==> config.mk <==
export PLATFORM = sky130hd
export DESIGN_NAME = atb_funnel_arbiter
export DESIGN_NICKNAME = d
export VERILOG_FILES = /design/src/rtl/atb_pkg.sv /design/src/rtl/atb_skid_buf.sv /design/src/rtl/atb_funnel_arbiter.sv
export SDC_FILE = /design/constraint.sdc
export NUM_CORES = 1
export LEC_CHECK = 0
export ABC_AREA = 1
export CAP_MARGIN = 20
export CORE_AREA = 2 2 216 218
export DETAILED_ROUTE_END_ITERATION = 6
export DIE_AREA = 0 0 218 220
export MAX_ROUTING_LAYER = met4
export SKIP_CTS_REPAIR_TIMING = 1
export SYNTH_ARGS = -nofsm -noshare
export SYNTH_HDL_FRONTEND = slang
export SYNTH_HIERARCHICAL = 1
export SYNTH_SLANG_ARGS = --single-unit
==> constraint.sdc <==
create_clock -name clk_i -period 12.9 [get_ports clk_i]
set_input_delay 3.87 -clock clk_i [delete_from_list [all_inputs] [get_ports clk_i]]
set_output_delay 3.87 -clock clk_i [all_outputs]
set_load 0.01 [all_outputs]
==> src/rtl/atb_pkg.sv <==
// Shared types and helpers for the ATB trace funnel: beat layout, arbiter states and
// the reserved-ATID test.
package atb_pkg;

    localparam int ATB_ATID_W = 8;
    localparam int ATB_DATA_W = 64;

    localparam logic [31:0] ATID_RSV_LO = 32'h70;
    localparam logic [31:0] ATID_RSV_HI = 32'h7F;

    typedef struct packed {
        logic [ATB_ATID_W-1:0] atid;
        logic [ATB_DATA_W-1:0] atdata;
        logic                  atlast;
    } atb_beat_t;

    typedef enum logic {
        IDLE = 1'b0,
        XFER = 1'b1
    } arb_state_e;

    // ID 0x00 and 0x70-0x7F are reserved; wider IDs must have their upper bits clear to match.
    function automatic logic atid_reserved(input logic [31:0] atid);
        return (atid == 32'd0) || ((atid >= ATID_RSV_LO) && (atid <= ATID_RSV_HI));
    endfunction

endpackage

==> src/rtl/atb_skid_buf.sv <==
// Two-entry valid/ready register slice. A beat written in one cycle is presented the next;
// the output holds steady while the consumer stalls.
module atb_skid_buf
    import atb_pkg::*;
#(
    parameter type T = atb_beat_t
) (
    input  logic clk_i,
    input  logic rst_i,
    input  logic in_valid_i,
    output logic in_ready_o,
    input  T     in_data_i,
    output logic out_valid_o,
    input  logic out_ready_i,
    output T     out_data_o,
    output logic empty_o
);

    T           mem [2];
    logic       rd_ptr;
    logic       wr_ptr;
    logic [1:0] count;
    logic       push;
    logic       pop;

    assign in_ready_o  = (count != 2'd2);
    assign out_valid_o = (count != 2'd0);
    assign empty_o     = (count == 2'd0);
    assign out_data_o  = mem[rd_ptr];
    assign push        = in_valid_i & in_ready_o;
    assign pop         = out_valid_o & out_ready_i;

    always_ff @(posedge clk_i) begin
        if (rst_i) begin
            mem[0] <= '0;
            mem[1] <= '0;
            rd_ptr <= 1'b0;
            wr_ptr <= 1'b0;
            count  <= 2'd0;
        end else begin
            if (push) begin
                mem[wr_ptr] <= in_data_i;
                wr_ptr      <= ~wr_ptr;
            end
            if (pop) begin
                rd_ptr <= ~rd_ptr;
            end
            count <= count + {1'b0, push} - {1'b0, pop};
        end
    end

endmodule

==> src/rtl/atb_funnel_arbiter.sv <==
// Packet-aware round-robin funnel: NUM_SRC ATB sources onto one sink, grant locked per
// packet with a HOLD_MAX beat cap, reserved-ATID beats dropped, flush handshake.
module atb_funnel_arbiter
    import atb_pkg::*;
#(
    parameter int NUM_SRC    = 6,
    parameter int DATA_WIDTH = 64,
    parameter int ATID_WIDTH = 8,
    parameter int HOLD_MAX   = 16
) (
    input  logic                                  clk_i,
    input  logic                                  rst_i,
    input  logic [NUM_SRC-1:0]                    src_en_i,
    input  logic                                  flush_req_i,
    output logic                                  flush_done_o,
    input  logic [NUM_SRC-1:0][ATID_WIDTH-1:0]    s_atid_i,
    input  logic [NUM_SRC-1:0][DATA_WIDTH-1:0]    s_atdata_i,
    input  logic [NUM_SRC-1:0]                    s_atlast_i,
    input  logic [NUM_SRC-1:0]                    s_atvalid_i,
    output logic [NUM_SRC-1:0]                    s_atready_o,
    output logic [ATID_WIDTH-1:0]                 m_atid_o,
    output logic [DATA_WIDTH-1:0]                 m_atdata_o,
    output logic                                  m_atlast_o,
    output logic                                  m_atvalid_o,
    input  logic                                  m_atready_i,
    output logic [$clog2(NUM_SRC)-1:0]            grant_idx_o,
    output logic                                  busy_o,
    output logic [15:0]                           drop_cnt_o
);

    localparam int IDX_W = $clog2(NUM_SRC);
    localparam int CNT_W = $clog2(HOLD_MAX + 1);

    typedef struct packed {
        logic [ATID_WIDTH-1:0] atid;
        logic [DATA_WIDTH-1:0] atdata;
        logic                  atlast;
    } beat_t;

    arb_state_e         state_q, state_d;
    logic [IDX_W-1:0]   g_q, g_d;
    logic [IDX_W-1:0]   rr_q, rr_d;
    logic [CNT_W-1:0]   cnt_q, cnt_d;
    logic               flush_pend_q, flush_pend_d;
    logic [15:0]        drop_cnt_q, drop_cnt_d;

    logic [NUM_SRC-1:0] req;
    logic               accept;
    logic               reserved;
    logic               push;
    logic               flush_done;
    beat_t              in_beat;
    beat_t              out_beat;
    logic               skid_in_ready;
    logic               skid_empty;

    // Lowest-numbered requester strictly after ptr, wrapping; ptr itself is checked last.
    function automatic logic [IDX_W-1:0] rr_pick(input logic [NUM_SRC-1:0] r,
                                                 input logic [IDX_W-1:0]   ptr);
        logic [IDX_W-1:0] pick;
        logic             found;
        int               idx;
        pick  = '0;
        found = 1'b0;
        for (int i = 1; i <= NUM_SRC; i++) begin
            idx = (int'(ptr) + i) % NUM_SRC;
            if (!found && r[idx]) begin
                pick  = IDX_W'(idx);
                found = 1'b1;
            end
        end
        return pick;
    endfunction

    // Every ATB port transfers a beat on a cycle where valid and ready are both high; valid,
    // once raised, holds with stable payload until that cycle, and ready never waits on valid
    // being low.
    always_comb begin
        state_d      = state_q;
        g_d          = g_q;
        rr_d         = rr_q;
        cnt_d        = cnt_q;
        drop_cnt_d   = drop_cnt_q;
        s_atready_o  = '0;
        accept       = 1'b0;
        push         = 1'b0;
        req          = s_atvalid_i & src_en_i;
        reserved     = atid_reserved(32'(s_atid_i[g_q]));
        in_beat.atid   = s_atid_i[g_q];
        in_beat.atdata = s_atdata_i[g_q];
        in_beat.atlast = s_atlast_i[g_q];

        case (state_q)
            IDLE: begin
                if (|req) begin
                    g_d     = rr_pick(req, rr_q);
                    state_d = XFER;
                end
            end
            XFER: begin
                s_atready_o[g_q] = skid_in_ready;
                accept           = s_atvalid_i[g_q] & skid_in_ready;
                if (accept) begin
                    push = !reserved;
                    if (reserved && (drop_cnt_q != 16'hFFFF)) begin
                        drop_cnt_d = drop_cnt_q + 16'd1;
                    end
                    // Packet end or burst cap hands the port back; rr_ptr makes g lowest priority.
                    if (s_atlast_i[g_q] || (cnt_q == CNT_W'(HOLD_MAX - 1))) begin
                        state_d = IDLE;
                        rr_d    = g_q;
                        cnt_d   = '0;
                    end else begin
                        cnt_d = cnt_q + CNT_W'(1);
                    end
                end
            end
            default: state_d = IDLE;
        endcase

        flush_done   = flush_pend_q && (state_q == IDLE) && !(|req) && skid_empty;
        flush_pend_d = flush_req_i | (flush_pend_q & ~flush_done);
    end

    always_ff @(posedge clk_i) begin
        if (rst_i) begin
            state_q      <= IDLE;
            g_q          <= '0;
            rr_q         <= IDX_W'(NUM_SRC - 1);
            cnt_q        <= '0;
            flush_pend_q <= 1'b0;
            drop_cnt_q   <= '0;
        end else begin
            state_q      <= state_d;
            g_q          <= g_d;
            rr_q         <= rr_d;
            cnt_q        <= cnt_d;
            flush_pend_q <= flush_pend_d;
            drop_cnt_q   <= drop_cnt_d;
        end
    end

    atb_skid_buf #(
        .T (beat_t)
    ) u_skid (
        .clk_i       (clk_i),
        .rst_i       (rst_i),
        .in_valid_i  (push),
        .in_ready_o  (skid_in_ready),
        .in_data_i   (in_beat),
        .out_valid_o (m_atvalid_o),
        .out_ready_i (m_atready_i),
        .out_data_o  (out_beat),
        .empty_o     (skid_empty)
    );

    assign m_atid_o     = out_beat.atid;
    assign m_atdata_o   = out_beat.atdata;
    assign m_atlast_o   = out_beat.atlast;
    assign grant_idx_o  = g_q;
    assign busy_o       = (state_q != IDLE) || !skid_empty;
    assign drop_cnt_o   = drop_cnt_q;
    assign flush_done_o = flush_done;

endmodule

==> qor.csv, run 1 <==
metric,value,unit
clk_path_buf_depth,2,
vias,12940,
worstHoldStart,flush_pend_q$_SDFF_PP0_,
endpoint_kind,primary output,
cp.arrival,5.65,ns
synth_area,0.01248,mm^2
crit_fanout,3,
grt-ovfl-total,0,
rsz0062_at_grt,false,
combPwrFrac,0.567,
drcViolationCount,0,
drt_iter0_drc,672,
hold_path.class,flop to flop,
io_buffers,554,
cts_sinks,180,
ys_seq_elements,180,
routed_wl,53.87,mm
criticalPathCategory,input port to primary output,
path_cells,clkdlybuf4s50_1 -> nand2_1 -> nand4_1 -> nor3_1 -> nand2_1 -> nor2_1 -> clkdlybuf4s50_1,
cp_slowest_stage_delay,0.54,ns
area_growth,52.32,%
fp.dieH,220,um
wire_per_inst,19.97,um
synth_ff_type,edfxtp_1,
slew_viol_final,0,
worstReg2RegEnd,u_skid/mem[1][6]$_SDFFCE_PN0P_,
cts_buffers,17,
vdd_ir_drop_max,0.1961,mV
hold_violations,0,
yosys_warnings,6,
clkLatencyLatePin,0.44,ns
post-route-min-period,9.515,ns
power_switching,1.353,mW
clk_root_buffer_cell,clkbuf_16,
ys_types,41,
syn-num-nets,2047,
p_seq_frac,0.261,
setup_viol,0,
tightest_slew,1.039,ns
setup_tns,0,ns
die_w,218,um
rr_worst_depth,14,
total_power,3.017,mW
fillers,4612,
clk_pin_slew,0.07,ns
core-area,0.04586,mm^2
max_cap_viol_count,0,
ant_nets,0,
r2r_start,grant_idx_o[0]$_SDFFE_PP0P_,
required,9.03,ns
fin_nets,2536,
p_leak,7.343,nW
clkPwrFrac,0.172,
grt_use_total,0.2216,
crit_slowest_cell,clkdlybuf4s50_1,
boundaryPins,555,
cts-htree-levels,4,
worstHoldEndpoint,flush_pend_q$_SDFF_PP0_,
start_kind,input port,
rrSetupSlack,7.44,ns
critical_path.top_delay_family,buffers and inverters,
dieArea,0.04796,mm^2
synth_edf_count,146,
syn_inst,1579,
cts_tree,done,
cell_internal_pwr,1.664,mW
skew,0.01263,ns
gp_congestion,0.8926,
relSlewSlack,0.3076,
drive_above_1_share,0.09899,
hpwl,40.03,mm
max_freq,105.1,MHz
avgSynthCellArea,7.905,um^2
grt_pass1_wl,77.03,mm
initial_core_util,0.2722,
period_share,0.7376,
grt_pass1_vias,12502,
async_flop_share,0,
grt_start_max_net_pins,93,
swShare,0.4485,
viasPerCell,4.796,
crit_buf_inv,2,
firstDrtPassIters,5,
ys_seq_area_frac,0.4058,
antenna_found_initial,10,
power.density,158.7,mW/mm^2
hold_path_depth,2,
rows,79,
outcome,"finished, final reports clean",
==> cell usage after synthesis, types with 3 or more instances <==
cell | count | area, um^2
nand4_1 | 25 | 156.4
dfxtp_1 | 34 | 680.7
mux2_2 | 73 | 822.0
buf_1 | 13 | 48.80
buf_4 | 10 | 75.07
o21ai_0 | 165 | 825.8
buf_8 | 3 | 45.04
nand2_4 | 7 | 78.83
inv_1 | 139 | 521.8
inv_2 | 8 | 30.03
nor2_1 | 352 | 1321
ha_1 | 14 | 175.2
nand2_2 | 7 | 43.79
nand3_1 | 34 | 170.2
buf_6 | 6 | 67.56
nor3_1 | 11 | 55.05
o21ai_1 | 6 | 30.03
clkbuf_1 | 41 | 153.9
o2111ai_1 | 68 | 595.6
buf_12 | 4 | 80.08
a21oi_1 | 27 | 135.1
buf_2 | 20 | 100.1
o211ai_1 | 3 | 22.52
xor2_1 | 13 | 113.9
nand2_1 | 275 | 1032
edfxtp_1 | 146 | 4384
nor4_1 | 5 | 31.28
nor2_2 | 11 | 68.82
nor2_4 | 41 | 461.7
or2_2 | 3 | 18.77
==> cells by family (layout without fill, tap and decap cells) <==
family,Yosys count,in the layout,share of synthesized area
buf+inv,246,748,0.09072
xor+xnor,14,14,0.009824
fa+ha+maj,14,14,0.01403
simple gates,777,777,0.2810
other cells,0,10,0
mux,73,73,0.06586
flops,180,180,0.4058
compound gates,275,275,0.1328
==> power by group through the flow <==
stage	Combinational, mW	Sequential [mW]	Clock [mW]
4_1_cts	1.72	0.791	0.538
2_1_floorplan	1.09	0.765	0
3_3_place_gp	1.70	0.798	0
3_5_place_dp	1.71	0.804	0
5_1_grt	1.87	0.800	0.555
6_report	1.71	0.788	0.519
==> how the worst max path moves through the flow <==
| stage | from | end | slack [ns] | cells after the start |
|---|---|---|---|---|
| 5_1_grt | s_atvalid_i[3] | flush_done_o | 3.19 | 7 |
| 3_5_place_dp | s_atvalid_i[1] | flush_done_o | 3.37 | 7 |
| 6_report | s_atvalid_i[1] | flush_done_o | 3.38 | 7 |
| 3_3_place_gp | s_atvalid_i[1] | flush_done_o | 3.39 | 7 |
| 4_1_cts | s_atvalid_i[1] | flush_done_o | 3.35 | 7 |
| 2_1_floorplan | s_atvalid_i[1] | flush_done_o | 4.50 | 5 |
==> state kept, by name, summed over array words and instances, names as in the netlist, named ones only <==
register       count
rr_q               3
cnt_q              5
state_q            1
u_skid/count       2
flush_pend_q       1
u_skid/wr_ptr      1
u_skid/mem       146
u_skid/rd_ptr      1
grant_idx_o        3
drop_cnt_o        16
==> per-layer routing <==
| layer | vias up | GRT usage | part of all wire |
|---|---|---|---|
| met3 | 43 | 0.04969 | 0.066 |
| li1 | 6288 | - | - |
| met1 | 6169 | 0.2701 | 0.42 |
| met5 | - | - | 0 |
| met2 | 440 | 0.3677 | 0.49 |
| met4 | 0 | 0.06213 | 0.017 |
==> cell usage in the layout (no fill, tap or decap), types with 3 or more instances in the layout <==
cell type        netlist  layout
a21oi_1               27      27
buf_4                 10      11
clkbuf_16              0      18
clkbuf_8               0       5
clkdlybuf4s50_1        0     554
clkinv_4               0       3
dfxtp_1               34      32
diode_2                0      10
edfxtp_1             146     146
ha_1                  14      14
inv_1                139     139
inv_2                  8       7
mux2_2                73      73
nand2_1              275     273
nand2_2                7       7
nand2_4                7       8
nand3_1               34      34
nand4_1               25      25
nor2_1               352     352
nor2_2                11       9
nor2_4                41      43
nor3_1                11      11
nor4_1                 5       5
o2111ai_1             68      68
o211ai_1               3       3
o21ai_0              165     165
o21ai_1                6       6
or2_2                  3       3
xor2_1                13      13
==> tightest hold or removal path, cell delays in order (launching register included) <==
cell	delay, ns
dfxtp_1	0.31
o21ai_0	0.07
a21oi_1	0.06
==> final cells by class <==
class                   instances  area [um^2]  area share
well taps                     607        759.5     0.03995
repair buffers                567         5683      0.2989
clock inverters                 7        62.56    0.003291
clock buffers                  25        526.8     0.02771
multi-input cells            1153         6319      0.3323
inverters                     149        564.3     0.02968
flip-flops and latches        180         5072      0.2668
diodes                         10        25.02    0.001316
==> stage by stage <==
step | hold WS [ns] | setup WS, ns | utilization | area [um^2] | std cells
final | 0.4824 | 3.385 | 0.4145 | 19010 | 2698
after global routing | 0.5134 | 3.194 | 0.4145 | 19010 | 2697
after floorplan | 0.4481 | 4.501 | - | 12480 | 1579
after global placement | 0.4648 | 3.389 | 0.3999 | 18340 | 2654
after CTS | 0.4907 | 3.351 | 0.4134 | 18960 | 2687
after detailed placement | 0.4824 | 3.368 | 0.4005 | 18370 | 2655
(Power assumes the default switching activity.)
==> run 2, diff against run 1 <==
==> constraint.sdc (replaced) <==
create_clock -name clk_i -period 8.8 [get_ports clk_i]
set_input_delay 2.64 -clock clk_i [delete_from_list [all_inputs] [get_ports clk_i]]
set_output_delay 2.64 -clock clk_i [all_outputs]
set_load 0.01 [all_outputs]
==> run 2 against run 1 <==
  * Wire length increased by 1.2%
  * Die area is the same
  * Utilization shrank 0.16 points
  * Power is 45% higher
  * Critical endpoint unchanged
  * Largest cell class unchanged
==> qor.csv, run 2 (synthesized netlist as in run 1, its figures left out) <==
metric,value,unit
top_register,u_skid/mem,
grt_use_total,0.2228,
cts_sinks,180,
criticalPathCategory,input port to primary output,
worstReg2RegEnd,u_skid/mem[0][26]$_SDFFCE_PN0P_,
grt_pass1_wl,77.43,mm
viasPerCell,4.825,
hpwl,40.47,mm
core-area,0.04586,mm^2
boundaryPins,555,
initial_core_util,0.2722,
fp.dieH,220,um
clkLatencyLatePin,0.44,ns
outcome,"finished, final reports clean",
tightest_slew,1.030,ns
setup_viol,0,
grt-ovfl-total,0,
worstHoldEndpoint,flush_pend_q$_SDFF_PP0_,
wire_per_inst,20.20,um
cts-htree-levels,4,
clk_path_buf_depth,2,
grt_start_max_net_pins,138,
cts_tree,done,
max_freq,141.1,MHz
rsz0062_at_grt,false,
slew_viol_final,0,
required,6.16,ns
hold_violations,0,
post-route-min-period,7.090,ns
setup_tns,0,ns
vias,13012,
endpoint_kind,primary output,
io_buffers,554,
clk_pin_slew,0.07,ns
largest_reg_flops,146,
cp.arrival,4.45,ns
final_common_cell,clkdlybuf4s50_1,
relSlewSlack,0.3133,
drive_above_1_share,0.09764,
start_kind,input port,
area_growth,51.74,%
clk_root_buffer_cell,clkbuf_16,
gp_congestion,0.8814,
period_share,0.8056,
hold_path_depth,2,
routed_wl,54.49,mm
p_leak,7.300,nW
rrSetupSlack,3.63,ns
worstHoldStart,flush_pend_q$_SDFF_PP0_,
rows,79,
ant_nets,0,
fin_nets,2535,
cts_buffers,17,
dieArea,0.04796,mm^2
r2r_start,grant_idx_o[0]$_SDFFE_PP0P_,
grt_pass1_vias,12636,
power.density,230.3,mW/mm^2
firstDrtPassIters,5,
vdd_ir_drop_max,0.1848,mV
crit_fanout,3,
max_cap_viol_count,0,
hold_path.class,flop to flop,
drcViolationCount,0,
die_w,218,um
drt_iter0_drc,855,
skew,0.01299,ns
final_cell_mix,"clkdlybuf4s50_1 (554), nor2_1 (352), nand2_1 (273)",
rr_worst_depth,14,
total_power,4.362,mW
antenna_found_initial,13,
-- run 2: metal layers --
layer	global-route usage	vias to the layer above	part of all wire
met5	-	-	0
met4	0.06803	0	0.022
met3	0.05148	52	0.066
met2	0.3659	453	0.49
met1	0.2719	6231	0.42
li1	-	6276	-
-- run 2: worst max path at each step --
stage	start	endpoint	slack, ns
6_report	s_atvalid_i[1]	flush_done_o	1.71
5_1_grt	s_atvalid_i[1]	flush_done_o	1.58
4_1_cts	s_atvalid_i[1]	flush_done_o	1.73
3_5_place_dp	s_atvalid_i[1]	flush_done_o	1.75
3_3_place_gp	s_atvalid_i[1]	flush_done_o	1.76
2_1_floorplan	s_atid_i[39]	u_skid/mem[0][0]$_SDFFCE_PN0P_	2.65
-- run 2: per-stage QoR --
step | utilization | std cells | setup WS (ns) | area, um^2 | hold WS (ns)
floorplan | - | 1579 | 2.646 | 12480 | 0.4481
global placement | 0.4000 | 2653 | 1.757 | 18350 | 0.4668
detailed placement | 0.4006 | 2654 | 1.745 | 18380 | 0.4766
CTS | 0.4119 | 2685 | 1.731 | 18890 | 0.4872
global route | 0.4130 | 2697 | 1.579 | 18940 | 0.5158
finish | 0.4130 | 2697 | 1.710 | 18940 | 0.4837
-- run 2: final cells by class --
class	count	area, um^2
Inverter	149	564.3
Tap cell	607	759.5
Multi-Input combinational cell	1153	6319
Clock buffer	20	436.7
Antenna cell	11	27.53
Fill cell	4668	26920
Timing Repair Buffer	566	5680
Sequential cell	180	5072
Clock inverter	11	81.33
-- run 2: report_power, final --
part | internal (mW) | switching, mW
Clock | 0.361 | 0.337
Combinational | 0.955 | 1.56
Sequential | 1.06 | 0.0893
Total | 2.38 | 1.98
-- run 2: critical path, cell delays in order --
cell	delay, ns
clkdlybuf4s50_1	0.44
nand2_1	0.13
nand4_1	0.12
nor3_1	0.36
nand2_1	0.12
nor2_1	0.11
clkdlybuf4s50_1	0.54
==> run 3, diff against run 2 <==
==> constraint.sdc (replaced) <==
create_clock -name clk_i -period 7.2 [get_ports clk_i]
set_input_delay 2.16 -clock clk_i [delete_from_list [all_inputs] [get_ports clk_i]]
set_output_delay 2.16 -clock clk_i [all_outputs]
set_load 0.01 [all_outputs]
==> run 3 against run 2 <==
  * Sequential power up 21%
  * Cell count up 0.44%
  * Largest power group unchanged
  * Via count down 0.22%
==> qor.csv, run 3 (synthesized netlist as in run 1, its figures left out) <==
metric,value,unit
tightest_slew,1.007,ns
clk_root_buffer_cell,clkbuf_16,
p_leak,7.365,nW
grt_start_max_net_pins,87,
start_kind,input port,
slew_viol_final,0,
firstDrtPassIters,5,
final_common_cell,clkdlybuf4s50_1,
viasPerCell,4.793,
top_register,u_skid/mem,
clk_path_buf_depth,2,
boundaryPins,555,
skew,0.01073,ns
clkLatencyLatePin,0.43,ns
combPwrFrac,0.570,
setup_viol,0,
endpoint_kind,primary output,
hpwl,40.38,mm
drive_above_1_share,0.09707,
antenna_found_initial,22,
final_cell_mix,"clkdlybuf4s50_1 (554), nor2_1 (352), nand2_1 (273)",
vias,12984,
p_seq_frac,0.258,
clkPwrFrac,0.172,
grt_use_total,0.2198,
max_cap_viol_count,0,
period_share,0.8452,
power.density,283.7,mW/mm^2
dp_cells,2655,
cts_buffers,17,
cts-htree-levels,4,
final_cells,2709,
vdd_ir_drop_max,0.1955,mV
cts_sinks,180,
drt_iter0_drc,807,
required,5.04,ns
cp.arrival,3.93,ns
largest_reg_flops,146,
drcViolationCount,0,
fin_nets,2536,
final_area,0.01905,mm^2
grt-ovfl-total,0,
hold_path.class,flop to flop,
criticalPathCategory,input port to primary output,
rows,79,
swShare,0.4443,
dieArea,0.04796,mm^2
routed_wl,53.64,mm
path_cells,clkdlybuf4s50_1 -> nand2_1 -> nand4_1 -> nor3_1 -> nand2_1 -> nor2_1 -> clkdlybuf4s50_1,
outcome,"finished, final reports clean",
ant_nets,0,
post-route-min-period,6.086,ns
crit_fanout,3,
clk_pin_slew,0.07,ns
io_buffers,554,
hold_violations,0,
placed_area,0.01838,mm^2
cell_internal_pwr,3.003,mW
cp_slowest_stage_delay,0.54,ns
crit_slowest_cell,clkdlybuf4s50_1,
power_switching,2.401,mW
max_freq,164.3,MHz
grt_pass1_vias,12599,
initial_core_util,0.2722,
relSlewSlack,0.3286,
core-area,0.04586,mm^2
fp.dieH,220,um
grt_pass1_wl,76.70,mm
wire_per_inst,19.80,um
setup_tns,0,ns
layout_setup_ws,1.114,ns
die_w,218,um
fillers,4623,
cts_tree,done,
gp_congestion,0.8783,
rsz0062_at_grt,false,
place_ws,1.125,ns
area_growth,52.61,%
-- run 3: worst max-delay path: cells and delay by family --
family                 cells  cell delay [ns]
buffers and inverters      2             0.97
and+or+nand+nor            5             0.80
-- run 3: layout make-up --
class / instances / area (um^2) / share of cell area
diodes: 21 / 52.55 / 0.002759
clock buffers: 22 / 508.0 / 0.02667
clock inverters: 10 / 77.57 / 0.004073
inverters: 149 / 564.3 / 0.02962
multi-input cells: 1153 / 6319 / 0.3317
flip-flops and latches: 180 / 5072 / 0.2663
well taps: 607 / 759.5 / 0.03987
repair buffers: 567 / 5695 / 0.2990
-- run 3: power groups by stage --
| stage | logic, mW | registers (mW) | clock network [mW] |
|---|---|---|---|
| 2_1_floorplan | 1.96 | 1.37 | 0 |
| 3_3_place_gp | 3.04 | 1.44 | 0 |
| 3_5_place_dp | 3.07 | 1.45 | 0 |
| 4_1_cts | 3.08 | 1.43 | 0.959 |
| 5_1_grt | 3.40 | 1.41 | 1.00 |
| 6_report | 3.08 | 1.39 | 0.929 |
-- run 3: path summary, 6_finish.rpt --
check | slack (ns) | to | cells after the start | startpoint
worst max register to register | 2.50 | u_skid/mem[0][24]$_SDFFCE_PN0P_ | 17 | grant_idx_o[1]$_SDFFE_PP0P_
worst max-delay path | 1.11 | flush_done_o | 7 | s_atvalid_i[1]
worst min-delay path | 0.48 | flush_pend_q$_SDFF_PP0_ | 2 | flush_pend_q$_SDFF_PP0_
worst min register to register | 0.48 | flush_pend_q$_SDFF_PP0_ | 2 | flush_pend_q$_SDFF_PP0_
-- run 3: metrics by stage --
stage                 util  hold slack (ns)  power, mW
CTS                 0.4136           0.4903      5.469
detailed placement  0.4008           0.4813      4.512
floorplan                -           0.4481      3.327
global placement    0.4002           0.4684      4.477
global route        0.4152           0.5116      5.811
finish              0.4153           0.4848      5.405
-- run 3: per-layer routing --
metal / global-route usage / part of all wire / vias up
met5: - / 0 / -
met4: 0.07755 / 0.024 / 0
met3: 0.05687 / 0.075 / 56
met2: 0.3579 / 0.49 / 484
met1: 0.2631 / 0.41 / 6145
li1: - / - / 6299
